$ cat src/rtl/fetch_pcreg_pkg.sv
// Shared pipeline types for the fetch stage: state encoding, bus and decode records.
package fetch_pcreg_pkg;

    localparam logic [63:0] PC_RESET = 64'h8000_0000;

    typedef enum logic [1:0] {
        BOOT,
        REQ,
        HOLD,
        DISCARD
    } fetch_state_t;

    typedef struct packed {
        logic        valid;
        logic [63:0] addr;
    } ibus_req_t;

    typedef struct packed {
        logic        data_ok;
        logic [31:0] data;
    } ibus_resp_t;

    typedef struct packed {
        logic        valid;
        logic [63:0] pc;
        logic [31:0] instr;
        logic        misalign;
    } fetch_data_t;

endpackage

$ cat src/rtl/fetch_pcreg_if.sv
// Instruction-bus request/response bundle between fetch (master) and memory (slave).
interface fetch_pcreg_if;

    logic        ireq_valid;
    logic [63:0] ireq_addr;
    logic        iresp_data_ok;
    logic [31:0] iresp_data;

    modport master (
        output ireq_valid,
        output ireq_addr,
        input  iresp_data_ok,
        input  iresp_data
    );

    modport slave (
        input  ireq_valid,
        input  ireq_addr,
        output iresp_data_ok,
        output iresp_data
    );

endinterface

$ cat src/rtl/fetch_pcreg.sv
// Fetch PC register: holds the architectural fetch PC, issues one instruction-bus
// request at a time and buffers a single returned instruction for decode.
module fetch_pcreg
    import fetch_pcreg_pkg::*;
#(
    parameter logic [63:0] RESET_PC = PC_RESET
) (
    input  logic                 clk,
    input  logic                 resetn,
    input  logic [63:0]          pc_next,
    input  logic                 pc_move,
    input  logic                 redirect,
    fetch_pcreg_if.master        ibus,
    output logic                 dec_valid,
    input  logic                 dec_ready,
    output logic [63:0]          dec_pc,
    output logic [31:0]          dec_instr,
    output logic                 dec_misalign,
    output logic                 stop_forfetch,
    output logic [63:0]          pc_stop,
    output logic [63:0]          pcplus4
);

    fetch_state_t state_q, state_d;
    logic [63:0]  pc_q, pc_d;
    logic [63:0]  req_addr_q, req_addr_d;
    fetch_data_t  buf_q, buf_d;
    ibus_req_t    req;
    ibus_resp_t   resp;
    logic         aligned;

    assign resp.data_ok    = ibus.iresp_data_ok;
    assign resp.data       = ibus.iresp_data;
    assign ibus.ireq_valid = req.valid;
    assign ibus.ireq_addr  = req.addr;

    assign aligned = (pc_q[1:0] == 2'b00);

    // State, PC, in-flight request address and decode buffer registers.
    always_ff @(posedge clk or negedge resetn) begin
        if (!resetn) begin
            state_q    <= BOOT;
            pc_q       <= RESET_PC;
            req_addr_q <= RESET_PC;
            buf_q      <= '0;
        end else begin
            state_q    <= state_d;
            pc_q       <= pc_d;
            req_addr_q <= req_addr_d;
            buf_q      <= buf_d;
        end
    end

    // Next-state, PC select and bus request generation.
    always_comb begin
        state_d    = state_q;
        buf_d      = buf_q;
        req_addr_d = req_addr_q;
        req.valid  = 1'b0;
        req.addr   = req_addr_q;

        if ((state_q != BOOT) && pc_move &&
            (redirect || ((state_q == HOLD) && dec_ready))) begin
            pc_d = pc_next;
        end else begin
            pc_d = pc_q;
        end

        case (state_q)
            BOOT: begin
                state_d = REQ;
            end
            REQ: begin
                if (!aligned) begin
                    // A redirect arriving here replaces the bad PC, so the
                    // exception for the old PC is flushed rather than delivered.
                    if (!redirect) begin
                        state_d = HOLD;
                        buf_d   = '{valid: 1'b1, pc: pc_q, instr: '0, misalign: 1'b1};
                    end
                end else begin
                    req.valid  = 1'b1;
                    req.addr   = pc_q;
                    req_addr_d = pc_q;
                    if (resp.data_ok) begin
                        if (!redirect) begin
                            state_d = HOLD;
                            buf_d   = '{valid: 1'b1, pc: pc_q, instr: resp.data, misalign: 1'b0};
                        end
                    end else if (redirect) begin
                        state_d = DISCARD;
                    end
                end
            end
            DISCARD: begin
                req.valid = 1'b1;
                req.addr  = req_addr_q;
                if (resp.data_ok) begin
                    state_d = REQ;
                end
            end
            HOLD: begin
                if (redirect || dec_ready) begin
                    state_d = REQ;
                    buf_d   = '0;
                end
            end
            default: begin
                state_d = BOOT;
            end
        endcase
    end

    assign dec_valid     = buf_q.valid;
    assign dec_pc        = buf_q.pc;
    assign dec_instr     = buf_q.instr;
    assign dec_misalign  = buf_q.misalign;
    assign stop_forfetch = (state_q != HOLD);
    assign pc_stop       = pc_q;
    assign pcplus4       = pc_q + 64'd4;

endmodule
$ cat src/flat_wrapper.sv
// flat-port wrapper written by rule: the top's interface ports become plain ports
module fetch_pcreg_flat import fetch_pcreg_pkg::*;
#(
    parameter logic [63:0] RESET_PC = PC_RESET
)
  (clk, resetn, pc_next, pc_move, redirect, dec_valid, dec_ready, dec_pc, dec_instr, dec_misalign, stop_forfetch, pc_stop, pcplus4, ibus_ireq_valid, ibus_ireq_addr, ibus_iresp_data_ok, ibus_iresp_data);
  fetch_pcreg_if ibus_i ();
  input  logic clk;
  input  logic resetn;
  input  logic [63:0] pc_next;
  input  logic pc_move;
  input  logic redirect;
  output logic dec_valid;
  input  logic dec_ready;
  output logic [63:0] dec_pc;
  output logic [31:0] dec_instr;
  output logic dec_misalign;
  output logic stop_forfetch;
  output logic [63:0] pc_stop;
  output logic [63:0] pcplus4;
  output wire logic [$bits(ibus_i.ireq_valid)-1:0] ibus_ireq_valid;
  output wire logic [$bits(ibus_i.ireq_addr)-1:0] ibus_ireq_addr;
  input wire logic [$bits(ibus_i.iresp_data_ok)-1:0] ibus_iresp_data_ok;
  input wire logic [$bits(ibus_i.iresp_data)-1:0] ibus_iresp_data;
  assign ibus_ireq_valid = ibus_i.ireq_valid;
  assign ibus_ireq_addr = ibus_i.ireq_addr;
  assign ibus_i.iresp_data_ok = ibus_iresp_data_ok;
  assign ibus_i.iresp_data = ibus_iresp_data;
  fetch_pcreg #(.RESET_PC(RESET_PC)) u_core (.clk(clk), .resetn(resetn), .pc_next(pc_next), .pc_move(pc_move), .redirect(redirect), .ibus(ibus_i), .dec_valid(dec_valid), .dec_ready(dec_ready), .dec_pc(dec_pc), .dec_instr(dec_instr), .dec_misalign(dec_misalign), .stop_forfetch(stop_forfetch), .pc_stop(pc_stop), .pcplus4(pcplus4));
endmodule
$ cat config.mk
export PLATFORM = sky130hd
export DESIGN_NAME = fetch_pcreg_flat
export DESIGN_NICKNAME = d
export VERILOG_FILES = /design/src/rtl/fetch_pcreg_pkg.sv /design/src/rtl/fetch_pcreg_if.sv /design/src/rtl/fetch_pcreg.sv /design/src/flat_wrapper.sv
export SDC_FILE = /design/constraint.sdc
export NUM_CORES = 1
export LEC_CHECK = 0
export ABC_AREA = 1
export BUFFER_PORTS_ARGS = -buffer_cell sky130_fd_sc_hd__buf_2
export CAP_MARGIN = 20
export CORE_ASPECT_RATIO = 1.1
export CORE_UTILIZATION = 30
export DETAILED_ROUTE_END_ITERATION = 6
export GPL_TIMING_DRIVEN = 0
export PLACE_DENSITY = 0.56
export SYNTH_ARGS = -nofsm -noshare
export SYNTH_HDL_FRONTEND = slang
export SYNTH_SLANG_ARGS = --single-unit
$ cat constraint.sdc
create_clock -name clk -period 1.7 [get_ports clk]
set_clock_uncertainty 0.15 [all_clocks]
set_input_delay 0.17 -clock clk [delete_from_list [all_inputs] [get_ports clk]]
set_output_delay 0.17 -clock clk [all_outputs]
set_load 0.03 [all_outputs]
* Word level (Yosys, flattened, before mapping) *
Cells that the tools add are included.

word-level totals
  flip-flop bits (word level) = 228
  bits in latches = 0
  bits in writable memories = 0
  ROM bits = 0
  logic and storage cells = 45
  memories = 0

operators by class
  add/sub/neg operators = 1
  multiply operators = 0
  div/mod/pow operators = 0
  magnitude comparators = 0
  equality and inequality tests = 10
  shifts and indexed selects = 0
  mux-type cells = 15
  bitwise logic cells = 0
  reductions and logical operators = 12

operators with widths
  operator                                                                  count
  98-bit two-way mux                                                        5
  98-bit one-hot mux with 2 select lines                                    1
  65-bit one-hot mux with 2 select lines                                    1
  65-bit two-way mux                                                        1
  64-bit by 3-bit adder with 64-bit output (second input constant)          1
  2-bit two-way mux                                                         6
  2-bit one-hot mux with 4 select lines                                     1
  2-bit inequality test (second input constant)                             3
  3-bit inequality test (second input constant)                             2
  5-bit AND reduction                                                       1
  2-bit equality test (second input constant)                               2
  2-bit logical NOT                                                         2
  4-bit inequality test (second input constant)                             1
  2-bit nonzero test                                                        2
  1-bit logical AND                                                         3
  3-bit by 2-bit inequality test with 1-bit output (second input constant)  1
  3-bit AND reduction                                                       1
  2-bit by 1-bit equality test with 1-bit output (second input constant)    1
  1-bit logical OR                                                          2
  2-bit AND reduction                                                       1

* Longest topological paths before layout *
  depth after elaboration = 4
  depth in mapped cells = 10
  mapped depth without buffers = 9

* Least setup slack after synthesis *
OpenSTA, ideal clock, no wires.

  kind = register -> output
  start = reg u_core.pc_q[2] (netlist: u_core.pc_stop[2])
  end = out pcplus4[34]
  arrival time = 2.022 ns
  slack = -0.642 ns
  stages on the path, launching flop included = 8
  cell sequence = dfrtp_1 > ha_1 > inv_2 > nor2_2 > nand2_2 > nor2_4 > nand2_1 > xor2_1

between the ends
  longest elaborated chain between the ends = 1

ends and longest elaborated chain
  what                                      line                RTL
  start: declaration                        fetch_pcreg.sv:25   logic [63:0] pc_q, pc_d;
  start signal: assignment                  fetch_pcreg.sv:48   pc_q <= pc_d;
  64-bit by 3-bit adder with 64-bit output  fetch_pcreg.sv:120  assign pcplus4 = pc_q + 64'd4;
  end: declaration                          flat_wrapper.sv:20  output logic [63:0] pcplus4;

No other way between the ends.

* Worst setup path in the final report *
  start = reg u_core.pc_q[17] (netlist: u_core.pc_stop[17])
  end = out pcplus4[30]

Same word-level chain as after synthesis.

==> impl_metrics.env <==
export IMPL_outcome="finished, violations left"
export IMPL_violations="setup timing"
export IMPL_maxCapViolations=0
export IMPL_grt_first_pass_wirelength_um=80340
export IMPL_overflow=0
export IMPL_drive_above_1_share_pct=60.71
export IMPL_final_max_slew_viol_count=0
export IMPL_synth_distinct_cells=28
export IMPL_dpl_cell_area_mm2=0.01476
export IMPL_n_antenna_cell=0
export IMPL_avgSynthCellArea_um2=7.996
export IMPL_io_pins=394
export IMPL_cts_sinks=228
export IMPL_syn_cell_area_mm2=0.01063
export IMPL_drtAntennaViolNets=0
export IMPL_grt_usage_pct=30.11
export IMPL_cts_buffers=26
export IMPL_antenna_found_initial=1
export IMPL_rr_startpoint="u_core.pc_stop[1]$_DFFE_PN0P_"
export IMPL_start_util_pct=30.75
export IMPL_clockBufferDepth=3
export IMPL_layout_cells_non_filler=2487
export IMPL_fmax_ghz=0.3910
export IMPL_dr_total_vias=12790
export IMPL_rrSetupSlack_ns=-0.13
export IMPL_layout_worst_path_cycle_share_pct=150.4
export IMPL_grt_pass1_vias=12850
export IMPL_dpl_hpwl_um=37360
export IMPL_htree_levels=1
export IMPL_postSynthCellCount=1329
export IMPL_numPortBuffers=393
export IMPL_endpoint="pcplus4[30]"
export IMPL_reg2reg_to="u_core.dec_pc[0]$_DFFE_PN0P_"
export IMPL_worst_setup_path_type="flip-flop to output port"
export IMPL_ys_ff_latch=228
export IMPL_fin_area_mm2=0.02225
export IMPL_yosysSeqAreaShare_pct=53.71
export IMPL_drc_errors=0
export IMPL_insertion_delay_ns=0.54
export IMPL_timing_final_crit_period_ns=2.557
export IMPL_maxSlewHeadroom_pct=60.14
export IMPL_arrival_ns=2.24
export IMPL_grt_max_degree=104
export IMPL_place_gp_congestion=0.9470
export IMPL_worst_r2r_cell_count=8
export IMPL_p_leak_nw=10.47
export IMPL_area_delta_synth_final_pct=109.4
export IMPL_rows=71
export IMPL_die_x_um=181.4
export IMPL_start_kind="flip-flop"
export IMPL_drtIter0Drc=760
export IMPL_finalHoldViolations=0
export IMPL_required_ns=1.38
export IMPL_ir_drop_mv=1.538
export IMPL_endpoint_kind="output port"
export IMPL_cts_clk_slew_worst_paths_ns=0.06
export IMPL_core_area_mm2=0.03456
export IMPL_setup_viol=314
export IMPL_wl_per_cell_um=22.92
export IMPL_fin_util_pct=64.39
export IMPL_clockRootBuffer="clkbuf_16"
export IMPL_die_area_mm2=0.03618
export IMPL_cp_startpoint="u_core.pc_stop[17]$_DFFE_PN0P_"
export IMPL_rsz0062_at_grt="yes"
export IMPL_worstMarginPinSlew_ns=0.5978
export IMPL_nNetsFinal=2133
export IMPL_yosysWarnings=0
export IMPL_syn_num_nets=1432
export IMPL_min_path_type="input port to async pin"
export IMPL_placed_cells=2162
export IMPL_vias_per_cell=5.142
export IMPL_path_max_fanout=3
export IMPL_setup_ws_ns=-0.8575
export IMPL_p_per_area_mw_per_mm2=2320
export IMPL_totalWireLength_um=56990
export IMPL_die_y_um=199.4
export IMPL_tritoncts="done"
export IMPL_dr_pass1_iters=5
-- Yosys cell counts --
library cell	number	area (um2)
o2111ai_1	1	8.760
a31oi_1	1	6.260
buf_2	29	145.1
clkbuf_1	19	71.32
inv_1	62	232.7
ha_1	1	12.51
nand2_2	5	31.28
xor2_1	29	254.0
xnor2_1	2	17.52
a22o_1	12	105.1
a21oi_1	52	260.3
nor3_4	1	16.27
inv_2	6	22.52
o21a_1	1	7.510
nor2_2	6	37.54
nand3_1	63	315.3
nand4_1	13	81.33
buf_4	5	37.54
nor2_1	172	645.6
o21ai_2	2	17.52
nand2_1	438	1644
dfrtp_1	226	5655
dfstp_2	2	52.55
buf_1	1	3.750
nor2_4	3	33.78
o21ai_0	125	625.6
buf_6	4	45.04
o21ai_1	48	240.2
-- critical path, cell delays in order (launching register included) --
cell and delay [ns]:
dfrtp_2 0.43, nand2_1 0.12, nor2_1 0.23, nand2_1 0.17, nor2_4 0.18, nand2_4 0.10
buf_12 0.15, xor2_4 0.15, buf_6 0.15
-- report_power, final --
group          internal (W)  leakage (nW)  switching (W)
Combinational        0.0138          7.31         0.0214
Sequential          0.00804          2.72        0.00254
Clock               0.00346         0.438        0.00236
Total                0.0253          10.5         0.0263
-- layer usage --
metal | vias to the layer above | share of wire, % | track usage, %
met2 | 606 | 50 | 52.93
met1 | 6313 | 38 | 36.28
li1 | 5715 | - | -
met4 | 2 | 5.2 | 12.68
met5 | - | 0.030 | 0
met3 | 151 | 6.8 | 5.376
-- how the worst min path moves through the flow --
stage / to / startpoint / cells past startpoint
after floorplan: u_core.dec_instr[0]$_DFFE_PN0P_ / resetn / 0
after global placement: u_core.dec_instr[4]$_DFFE_PN0P_ / ibus_iresp_data[4] / 3
after detailed placement: u_core.dec_pc[13]$_DFFE_PN0P_ / resetn / 1
after CTS: u_core.pc_stop[5]$_DFFE_PN0P_ / resetn / 3
after global routing: u_core.dec_pc[20]$_DFFE_PN0P_ / resetn / 3
final: u_core.dec_pc[20]$_DFFE_PN0P_ / resetn / 3
-- registers in the layout (all words and copies together) (netlist names) --
signal and cells:
u_core.dec_pc 64, u_core.dec_misalign 1, u_core.dec_instr 32, u_core.dec_valid 1, u_core.state_q 2, u_core.req_addr_q 64
u_core.pc_stop 64
-- area by class of cell --
type	count	area, um2
Timing Repair Buffer	681	6076
Clock buffer	38	777.0
Buffer	50	764.5
Sequential cell	228	5773
Inverter	68	295.3
Multi-Input combinational cell	975	7919
Tap cell	438	548.0
Clock inverter	9	98.84
Fill cell	2704	12310
-- cell families (layout without fill, tap and decap cells) --
group	after synthesis	after routing	share of synthesized area, %
adder cells (fa/ha/maj)	1	1	0.1177
flip-flops	228	228	53.71
XOR/XNOR	31	31	2.555
buffers and inverters	126	846	5.251
AO/OA/AOI/OAI	242	242	11.96
AND/OR/NAND/NOR	701	701	26.40
-- repair_timing --
action,in CTS,in global routing
buffers inserted,119,53
gates resized for setup,744,370
hold buffers,102,0
hold endpoints to repair,324,0
pin swaps,117,111
setup endpoints to repair,354,362
cloned,23,5
-- metrics by stage --
stage | setup WS, ns | hold WS (ns) | setup TNS, ns | total power (W)
global placement | -4.332 | 0.2505 | -1063.03 | 0.03363
detailed placement | -0.7780 | -0.1133 | -174.21 | 0.03384
CTS | -0.8868 | 0.01121 | -118.73 | 0.04874
global route | -0.9092 | 0.02116 | -120.69 | 0.05377
floorplan | -0.2378 | -0.2756 | -11.50 | 0.02610
finish | -0.8575 | 0.02395 | -102.31 | 0.05162
-- placed cells by master (no fill, tap or decap), types with 31 or more instances in the layout --
| cell | Yosys | final |
|---|---|---|
| clkbuf_16 | 0 | 37 |
| nand2_1 | 438 | 227 |
| nor2_1 | 172 | 90 |
| o21ai_2 | 2 | 64 |
| dlygate4sd3_1 | 0 | 100 |
| nand2_2 | 5 | 86 |
| a21oi_1 | 52 | 48 |
| inv_1 | 62 | 60 |
| nor2_4 | 3 | 69 |
| buf_12 | 0 | 31 |
| buf_2 | 29 | 264 |
| nand3_2 | 0 | 36 |
| buf_4 | 5 | 95 |
| nand2_4 | 0 | 110 |
| o21ai_4 | 0 | 65 |
| dfrtp_2 | 0 | 52 |
| buf_6 | 4 | 186 |
| dfrtp_1 | 226 | 174 |
Note: power is estimated with default switching activity, not from simulation.
